<file path="src/rtl/bg_sched_pkg.sv">
// Shared definitions for the background frame scheduler.
// Register map, CTRL bit positions, FSM state encoding, scroll wrap defaults
// and a wrap-corrected scroll adder.
package bg_sched_pkg;

    localparam int unsigned RegAddrW  = 3;
    localparam int unsigned RegDataW  = 16;
    localparam int unsigned LayerIdxW = 2;

    localparam logic [RegAddrW-1:0] AddrCtrl   = 3'd0;
    localparam logic [RegAddrW-1:0] AddrDwell  = 3'd1;
    localparam logic [RegAddrW-1:0] AddrSpeed  = 3'd2;
    localparam logic [RegAddrW-1:0] AddrSetX   = 3'd3;
    localparam logic [RegAddrW-1:0] AddrSetY   = 3'd4;
    localparam logic [RegAddrW-1:0] AddrStatus = 3'd5;

    localparam int unsigned CtrlRunBit    = 0;
    localparam int unsigned CtrlMaskLsb   = 1;
    localparam int unsigned CtrlAutoBit   = 4;
    localparam int unsigned CtrlIrqClrBit = 5;

    localparam int unsigned HWrapDefault = 1024;
    localparam int unsigned VWrapDefault = 768;

    typedef enum logic [1:0] {
        StIdle,
        StWaitVs,
        StCommit
    } sched_state_e;

    // pos + sign-extended delta, folded back into 0..wrap-1 with one correction.
    function automatic logic [9:0] wrap_add(input logic [9:0] pos, input logic [3:0] delta,
                                            input int unsigned wrap);
        logic signed [11:0] sum;
        logic signed [11:0] lim;
        lim = $signed(12'(wrap));
        sum = $signed({2'b00, pos}) + $signed({{8{delta[3]}}, delta});
        if (sum < 12'sd0) begin
            sum = sum + lim;
        end else if (sum >= lim) begin
            sum = sum - lim;
        end
        return sum[9:0];
    endfunction

endpackage

</file>
<file path="src/rtl/bg_frame_scheduler_if.sv">
// Register bus between the TinyQV register interface and the scheduler.
// master: drives reg_addr, reg_wdata, reg_we; receives reg_rdata.
// slave:  receives reg_addr, reg_wdata, reg_we; returns combinational reg_rdata.
interface bg_frame_scheduler_if;
    import bg_sched_pkg::*;

    logic [RegAddrW-1:0] reg_addr;
    logic [RegDataW-1:0] reg_wdata;
    logic                reg_we;
    logic [RegDataW-1:0] reg_rdata;

    modport master (output reg_addr, output reg_wdata, output reg_we, input reg_rdata);
    modport slave  (input reg_addr, input reg_wdata, input reg_we, output reg_rdata);
endinterface

</file>
<file path="src/rtl/bg_next_layer.sv">
// Finds the next set mask bit strictly above cur, wrapping at NUM_LAYERS.
// mask: layer enable mask; cur: current index; nxt: next set index (cur if none);
// any_set: mask has at least one bit set.
module bg_next_layer
    import bg_sched_pkg::*;
#(
    parameter int unsigned NUM_LAYERS = 3
) (
    input  logic [NUM_LAYERS-1:0] mask,
    input  logic [LayerIdxW-1:0]  cur,
    output logic [LayerIdxW-1:0]  nxt,
    output logic                  any_set
);
    logic [3:0]           mask_pad;
    logic [LayerIdxW-1:0] cand;
    logic                 found;

    assign mask_pad = 4'(mask);
    assign any_set  = |mask;

    always_comb begin
        nxt   = cur;
        cand  = '0;
        found = 1'b0;
        // k = NUM_LAYERS wraps back onto cur itself, so a lone set bit is still found.
        for (int unsigned k = 1; k <= NUM_LAYERS; k++) begin
            cand = LayerIdxW'((32'(cur) + k) % NUM_LAYERS);
            if (!found && mask_pad[cand]) begin
                nxt   = cand;
                found = 1'b1;
            end
        end
    end
endmodule

</file>
<file path="src/rtl/bg_frame_scheduler.sv">
// Per-frame sequencer for the background layers.
// clk/rst: system clock, async active-high reset. bus: register slave port.
// vsync: positive vsync; commits happen one cycle after its rising edge is seen.
// layer_idx/layer_valid: active layer; scroll_x/scroll_y: wrapped offsets;
// frame_irq: sticky dwell expiry; conflict_irq: sticky illegal manual mask.
module bg_frame_scheduler
    import bg_sched_pkg::*;
#(
    parameter int unsigned NUM_LAYERS = 3,
    parameter int unsigned H_WRAP     = HWrapDefault,
    parameter int unsigned V_WRAP     = VWrapDefault,
    parameter int unsigned DWELL_W    = 8
) (
    input  logic                       clk,
    input  logic                       rst,
    bg_frame_scheduler_if.slave        bus,
    input  logic                       vsync,
    output logic [LayerIdxW-1:0]       layer_idx,
    output logic                       layer_valid,
    output logic [9:0]                 scroll_x,
    output logic [9:0]                 scroll_y,
    output logic                       frame_irq,
    output logic                       conflict_irq
);
    localparam int unsigned CtrlW = 5;

    logic [CtrlW-1:0]     ctrl_q;
    logic [DWELL_W-1:0]   dwell_q, dwell_cnt_q, eff_dwell;
    logic [7:0]           speed_q, frame_cnt_q;
    logic [9:0]           set_x_q, set_y_q, sx_q, sy_q;
    logic                 pend_x_q, pend_y_q, vs_q;
    logic [LayerIdxW-1:0] idx_q, idx_d, auto_nxt, low_idx;
    logic                 valid_q, valid_d, fi_q, ci_q, conflict_set;
    sched_state_e         state_q;

    logic [NUM_LAYERS-1:0] mask;
    logic [3:0]            mask_pad;
    logic                  run, auto_rot, any_set, low_any, onehot, expire, vs_rise;
    logic                  wr_ctrl, irq_clr;
    logic                  unused_wdata;

    assign run      = ctrl_q[CtrlRunBit];
    assign auto_rot = ctrl_q[CtrlAutoBit];
    assign mask     = ctrl_q[CtrlMaskLsb +: NUM_LAYERS];
    assign mask_pad = 4'(mask);
    assign onehot   = low_any && ((mask & (mask - NUM_LAYERS'(1))) == '0);
    assign vs_rise  = vsync & ~vs_q;
    assign wr_ctrl  = bus.reg_we && (bus.reg_addr == AddrCtrl);
    assign irq_clr  = wr_ctrl && bus.reg_wdata[CtrlIrqClrBit];
    assign eff_dwell = (dwell_q == '0) ? DWELL_W'(1) : dwell_q;
    // dwell_cnt_q == 0 means "not yet primed since run started", never an expiry.
    assign expire   = (dwell_cnt_q == DWELL_W'(1));
    assign unused_wdata = ^bus.reg_wdata[RegDataW-1:10];

    bg_next_layer #(.NUM_LAYERS(NUM_LAYERS)) u_next_auto (
        .mask    (mask),
        .cur     (idx_q),
        .nxt     (auto_nxt),
        .any_set (any_set)
    );

    // Starting from the top index, the search lands on the lowest set bit.
    bg_next_layer #(.NUM_LAYERS(NUM_LAYERS)) u_next_low (
        .mask    (mask),
        .cur     (LayerIdxW'(NUM_LAYERS - 1)),
        .nxt     (low_idx),
        .any_set (low_any)
    );

    always_comb begin
        idx_d        = idx_q;
        valid_d      = 1'b0;
        conflict_set = 1'b0;
        if (any_set) begin
            if (!auto_rot) begin
                if (onehot) begin
                    idx_d   = low_idx;
                    valid_d = 1'b1;
                end else begin
                    conflict_set = 1'b1;
                end
            end else begin
                valid_d = 1'b1;
                if (expire || !mask_pad[idx_q]) begin
                    idx_d = auto_nxt;
                end
            end
        end
    end

    // Register file; pending scroll flags clear on commit unless re-written that cycle.
    always_ff @(posedge clk or posedge rst) begin
        if (rst) begin
            ctrl_q   <= '0;
            dwell_q  <= '0;
            speed_q  <= '0;
            set_x_q  <= '0;
            set_y_q  <= '0;
            pend_x_q <= 1'b0;
            pend_y_q <= 1'b0;
        end else begin
            if (state_q == StCommit) begin
                pend_x_q <= 1'b0;
                pend_y_q <= 1'b0;
            end
            if (bus.reg_we) begin
                case (bus.reg_addr)
                    AddrCtrl:  ctrl_q  <= bus.reg_wdata[CtrlW-1:0];
                    AddrDwell: dwell_q <= bus.reg_wdata[DWELL_W-1:0];
                    AddrSpeed: speed_q <= bus.reg_wdata[7:0];
                    AddrSetX: begin
                        set_x_q  <= wrap_add(bus.reg_wdata[9:0], 4'd0, H_WRAP);
                        pend_x_q <= 1'b1;
                    end
                    AddrSetY: begin
                        set_y_q  <= wrap_add(bus.reg_wdata[9:0], 4'd0, V_WRAP);
                        pend_y_q <= 1'b1;
                    end
                    default: ;
                endcase
            end
        end
    end

    always_ff @(posedge clk or posedge rst) begin
        if (rst) begin
            state_q     <= StIdle;
            vs_q        <= 1'b0;
            idx_q       <= '0;
            valid_q     <= 1'b0;
            sx_q        <= '0;
            sy_q        <= '0;
            fi_q        <= 1'b0;
            ci_q        <= 1'b0;
            dwell_cnt_q <= '0;
            frame_cnt_q <= '0;
        end else begin
            vs_q <= vsync;
            if (irq_clr) begin
                fi_q <= 1'b0;
                ci_q <= 1'b0;
            end
            case (state_q)
                StIdle:   if (run) state_q <= StWaitVs;
                StWaitVs: if (vs_rise) state_q <= StCommit;
                StCommit: begin
                    state_q     <= StWaitVs;
                    sx_q        <= pend_x_q ? set_x_q : wrap_add(sx_q, speed_q[3:0], H_WRAP);
                    sy_q        <= pend_y_q ? set_y_q : wrap_add(sy_q, speed_q[7:4], V_WRAP);
                    frame_cnt_q <= frame_cnt_q + 8'd1;
                    idx_q       <= idx_d;
                    valid_q     <= valid_d;
                    if (conflict_set) ci_q <= 1'b1;
                    if (dwell_cnt_q == '0) begin
                        dwell_cnt_q <= eff_dwell;
                    end else if (expire) begin
                        dwell_cnt_q <= eff_dwell;
                        fi_q        <= 1'b1;
                    end else begin
                        dwell_cnt_q <= dwell_cnt_q - DWELL_W'(1);
                    end
                end
                default: state_q <= StIdle;
            endcase
            if (!run) begin
                state_q     <= StIdle;
                valid_q     <= 1'b0;
                dwell_cnt_q <= '0;
            end
        end
    end

    always_comb begin
        bus.reg_rdata = '0;
        case (bus.reg_addr)
            AddrCtrl:   bus.reg_rdata[CtrlW-1:0]   = ctrl_q;
            AddrDwell:  bus.reg_rdata[DWELL_W-1:0] = dwell_q;
            AddrSpeed:  bus.reg_rdata[7:0]         = speed_q;
            AddrSetX:   bus.reg_rdata[9:0]         = set_x_q;
            AddrSetY:   bus.reg_rdata[9:0]         = set_y_q;
            AddrStatus: bus.reg_rdata = {frame_cnt_q, 3'b000, ci_q, fi_q, valid_q, idx_q};
            default: ;
        endcase
    end

    assign layer_idx    = idx_q;
    assign layer_valid  = valid_q;
    assign scroll_x     = sx_q;
    assign scroll_y     = sy_q;
    assign frame_irq    = fi_q;
    assign conflict_irq = ci_q;
endmodule

</file>
<file path="src/flat_wrapper.sv">
// flat-port wrapper written by rule: the top's interface ports become plain ports
module bg_frame_scheduler_flat import bg_sched_pkg::*;
#(
    parameter int unsigned NUM_LAYERS = 3,
    parameter int unsigned H_WRAP     = HWrapDefault,
    parameter int unsigned V_WRAP     = VWrapDefault,
    parameter int unsigned DWELL_W    = 8
)
  (clk, rst, vsync, layer_idx, layer_valid, scroll_x, scroll_y, frame_irq, conflict_irq, bus_reg_addr, bus_reg_wdata, bus_reg_we, bus_reg_rdata);
  bg_frame_scheduler_if bus_i ();
  input  logic clk;
  input  logic rst;
  input  logic vsync;
  output logic [LayerIdxW-1:0] layer_idx;
  output logic layer_valid;
  output logic [9:0] scroll_x;
  output logic [9:0] scroll_y;
  output logic frame_irq;
  output logic conflict_irq;
  input wire logic [$bits(bus_i.reg_addr)-1:0] bus_reg_addr;
  input wire logic [$bits(bus_i.reg_wdata)-1:0] bus_reg_wdata;
  input wire logic [$bits(bus_i.reg_we)-1:0] bus_reg_we;
  output wire logic [$bits(bus_i.reg_rdata)-1:0] bus_reg_rdata;
  assign bus_i.reg_addr = bus_reg_addr;
  assign bus_i.reg_wdata = bus_reg_wdata;
  assign bus_i.reg_we = bus_reg_we;
  assign bus_reg_rdata = bus_i.reg_rdata;
  bg_frame_scheduler #(.NUM_LAYERS(NUM_LAYERS), .H_WRAP(H_WRAP), .V_WRAP(V_WRAP), .DWELL_W(DWELL_W)) u_core (.clk(clk), .rst(rst), .bus(bus_i), .vsync(vsync), .layer_idx(layer_idx), .layer_valid(layer_valid), .scroll_x(scroll_x), .scroll_y(scroll_y), .frame_irq(frame_irq), .conflict_irq(conflict_irq));
endmodule
</file>
<file path="config.mk">
export PLATFORM = sky130hd
export DESIGN_NAME = bg_frame_scheduler_flat
export DESIGN_NICKNAME = d
export VERILOG_FILES = /design/src/rtl/bg_sched_pkg.sv /design/src/rtl/bg_frame_scheduler_if.sv /design/src/rtl/bg_next_layer.sv /design/src/rtl/bg_frame_scheduler.sv /design/src/flat_wrapper.sv
export SDC_FILE = /design/constraint.sdc
export NUM_CORES = 1
export LEC_CHECK = 0
export ABC_AREA = 0
export CELL_PAD_IN_SITES_DETAIL_PLACEMENT = 0
export CELL_PAD_IN_SITES_GLOBAL_PLACEMENT = 1
export CORE_MARGIN = 8
export CORE_UTILIZATION = 32
export DETAILED_ROUTE_END_ITERATION = 7
export GPL_TIMING_DRIVEN = 0
export PLACE_DENSITY_LB_ADDON = 0.1
export SYNTH_ARGS = -nofsm -noshare
export SYNTH_HDL_FRONTEND = slang
export SYNTH_SLANG_ARGS = --single-unit
</file>
<file path="constraint.sdc">
create_clock -name clk -period 5.7 [get_ports clk]
set_input_delay 0.855 -clock clk [delete_from_list [all_inputs] [get_ports clk]]
set_output_delay 0.855 -clock clk [all_outputs]
set_load 0.005 [all_outputs]
</file>
==> impl_metrics.toml, run 1 <==
[pwr]
p_per_area_nw_per_um2 = 452
p_leak_nw = 2.73
ir_drop_v = 0.000193

[cts]
worstSkewPairLatency_ps = 350
clk_pin_slew_ps = 60
cts_buffers = 9
postCtsSetupBuffers = 0
clock_path_buffers = 2
cts_tree = "done"
cts-root-buf = "clkbuf_16"
cts-resized-gates = 0
postCtsHoldBufs = 0
clock-sinks = 87
cts_max_level = 3

[finish]
nets = 655
ff_latch_area_um2 = 2180
drive_gt1_share_pct = 11.2
fillers = 1664
area_delta_synth_final_pct = 22.2
multi_input_area_um2 = 2890
final_area_um2 = 6420
n_antenna_cell = 0

[timing]
drv_slew = 0
finalHoldViolCount = 0
skew_ps = 8.46
finalCriticalPeriod_ps = 4370
timing.final.crit_share_pct = 76.6
setup_viol_count_final = 0
max_freq_mhz = 229
rsz0062_at_grt = "no"
fin_tns_setup_ps = 0
slew_headroom_pct = 38.9
tightest_slew_ps = 915

[logic_synthesis]
syn_inst = 536
synth_commonest_cells = "dfrtp_1, nand2_1, nor2_1"
synth.avg_cell_area_um2 = 9.80
yosys.area.top_type = "dfrtp_1"
ys_ff_latch = 87
ys.flop_type = "dfrtp_1"
ys.warnings.count = 0
seq_area_frac_synth_pct = 41.4
synth_area_leaders = "dfrtp_1, mux2_2, ha_1"
synth_edf_count = 0
ys_types = 65
async_reset_ff_share_pct = 100
syn-cell-area_um2 = 5250
syn_nets = 587
post-synth-top-area-fraction_pct = 41.4
synth.most_common_cell = "dfrtp_1"

[global_routing]
antenna_found_initial = 0
gr-usage-all-layers_pct = 15.7
grt_max_degree = 48
overflow = 0
grt_pass1_wl_um = 24700
grt_pass1_vias = 4271

[critical_path]
reg2reg_to = "u_core.scroll_y[9]"
worstSetupStartpoint = "bus_reg_addr[0]"
cpPeakStageDelay_ps = 580
cp-end-kind = "output pin"
path_cells = "clkdlybuf4s50_1, clkbuf_1, buf_1, mux2i_1, o32ai_1, clkdlybuf4s50_1"
cp_common_cell = "clkdlybuf4s50_1"
crit_arrival_ps = 3510
reg2reg_from = "u_core.scroll_y[0]"
r2r_cells = 11
critPathLaunchType = "input pin"
cp_slowest_cell = "clkdlybuf4s50_1"
cp-endpoint = "bus_reg_rdata[4]"
path_max_fanout = 10
reg2reg_setup_slack_ps = 2840
crit_required_ps = 4850
criticalPathCategory = "in -> out"

[routing]
antenna_left = 0
vias = 4240
vias_per_cell = 5.11
dr.pass1.iters = 4
avgRoutedWirePerCell_um = 18.8
routed_wl_um = 15600
drt_iter0_drc = 238
drc = 0

[place]
port_buffers = 56
post_dp_cell_area_um2 = 6110
gp_congestion = 0.792
place_hpwl_um = 11700

[run]
max_cap_violations = 0

[floorplan]
fp.dieArea_um2 = 20800
core_area_um2 = 16300
num_rows = 47
die_w_um = 144
die_h_um = 144
pin_count = 64
initial_core_util_pct = 32.3

[status]
status = "finished clean"

[hold_path]
hold_class = "reg -> reg"
layout make-up:
class	instances	share of cell area [%]
well taps	220	4.29
plain buffers	28	1.68
clock inverters	3	0.623
inverters	20	1.21
clock buffers	13	4.21
flip-flops and latches	87	33.9
multi-input cells	401	45.1
repair buffers	57	9.04
cells by family after synthesis:
logic type	count (synthesis)	synth area share [%]
mux	55	12.2
xor+xnor	24	4.14
buf+inv	48	3.48
simple gates	154	14.6
compound gates	137	16.6
flops	87	41.4
fa+ha+maj	31	7.53
flip-flops by register name (all words and copies together) (netlist names):
signal	cells
u_core.scroll_x	10
u_core.scroll_y	10
u_core.set_x_q	10
u_core.set_y_q	10
u_core.dwell_cnt_q	8
u_core.dwell_q	8
u_core.frame_cnt_q	8
u_core.speed_q	8
u_core.ctrl_q	5
u_core.layer_idx	2
u_core.state_q	2
u_core.conflict_irq	1
u_core.frame_irq	1
u_core.layer_valid	1
u_core.pend_x_q	1
u_core.pend_y_q	1
u_core.vs_q	1
how the worst min path moves through the flow:
stage	start	end	slack, ps	cells after the start
after floorplan	u_core.frame_cnt_q[7]	u_core.frame_cnt_q[7]	440	1
after global placement	u_core.frame_cnt_q[7]	u_core.frame_cnt_q[7]	460	1
after detailed placement	u_core.frame_cnt_q[7]	u_core.frame_cnt_q[7]	460	1
after CTS	u_core.frame_cnt_q[7]	u_core.frame_cnt_q[7]	470	1
after global routing	u_core.frame_cnt_q[7]	u_core.frame_cnt_q[7]	480	1
final	u_core.frame_cnt_q[7]	u_core.frame_cnt_q[7]	470	1
per-stage QoR:
step	setup slack (ps)	util, %	instances	hold WS, ps	power (mW)
finish	1330	39.4	829	470	2.90
global route	1160	39.4	829	482	3.12
CTS	1280	39.4	829	473	2.93
global placement	932	37.4	812	455	2.27
floorplan	2590	-	536	438	1.84
detailed placement	1290	37.5	813	461	2.29
critical path: cells and delay by family:
kind,cells,cell delay [ps]
compound gates,1,370
mux,1,170
buf+inv,4,2100
placed cells by master (no fill, tap or decap), types with 6 or more instances in the layout:
master,instances
xnor2_1,12
xor2_1,11
o21ai_1,7
nor2_1,39
buf_1,6
dfrtp_1,87
o21ai_0,35
mux2_2,33
a21o_1,6
nor2b_1,9
a21oi_1,38
clkbuf_1,21
nand2b_1,6
clkbuf_16,9
and3_1,9
o22ai_1,8
nand3_1,8
nor3_1,15
nand2_1,45
clkdlybuf4s50_1,56
mux2i_1,14
inv_1,17
ha_1,26
routing by layer:
metal	routed length, um	vias to the layer above	track usage [%]
met3	628	14	2.64
met4	215	0	6.08
met5	0	-	0
met2	7120	68	24.1
li1	-	2075	-
met1	7590	2083	21.6
power by group:
group	internal, mW	switching (mW)	total (mW)
combinational	0.659	0.662	1.32
clock	0.375	0.253	0.627
sequential	0.773	0.181	0.954
total	1.81	1.10	2.90
Note: power is estimated with default switching activity, not from simulation.
==> run 2: changes to the inputs <==
- clock period: 5.7 -> 4.14 ns (I/O delays scaled with it)
==> results of run 2 <==
Same layout as run 1 (identical final DEF). Status: finished clean.
Among the figures that moved: setup slack after placement 1290 ps -> 194 ps; setup slack after layout 1330 ps -> 242 ps; register-to-register setup slack 2840 ps -> 1280 ps; total power 2.90 mW -> 4.00 mW; worst IR drop on VDD 0.000193 V -> 0.000266 V
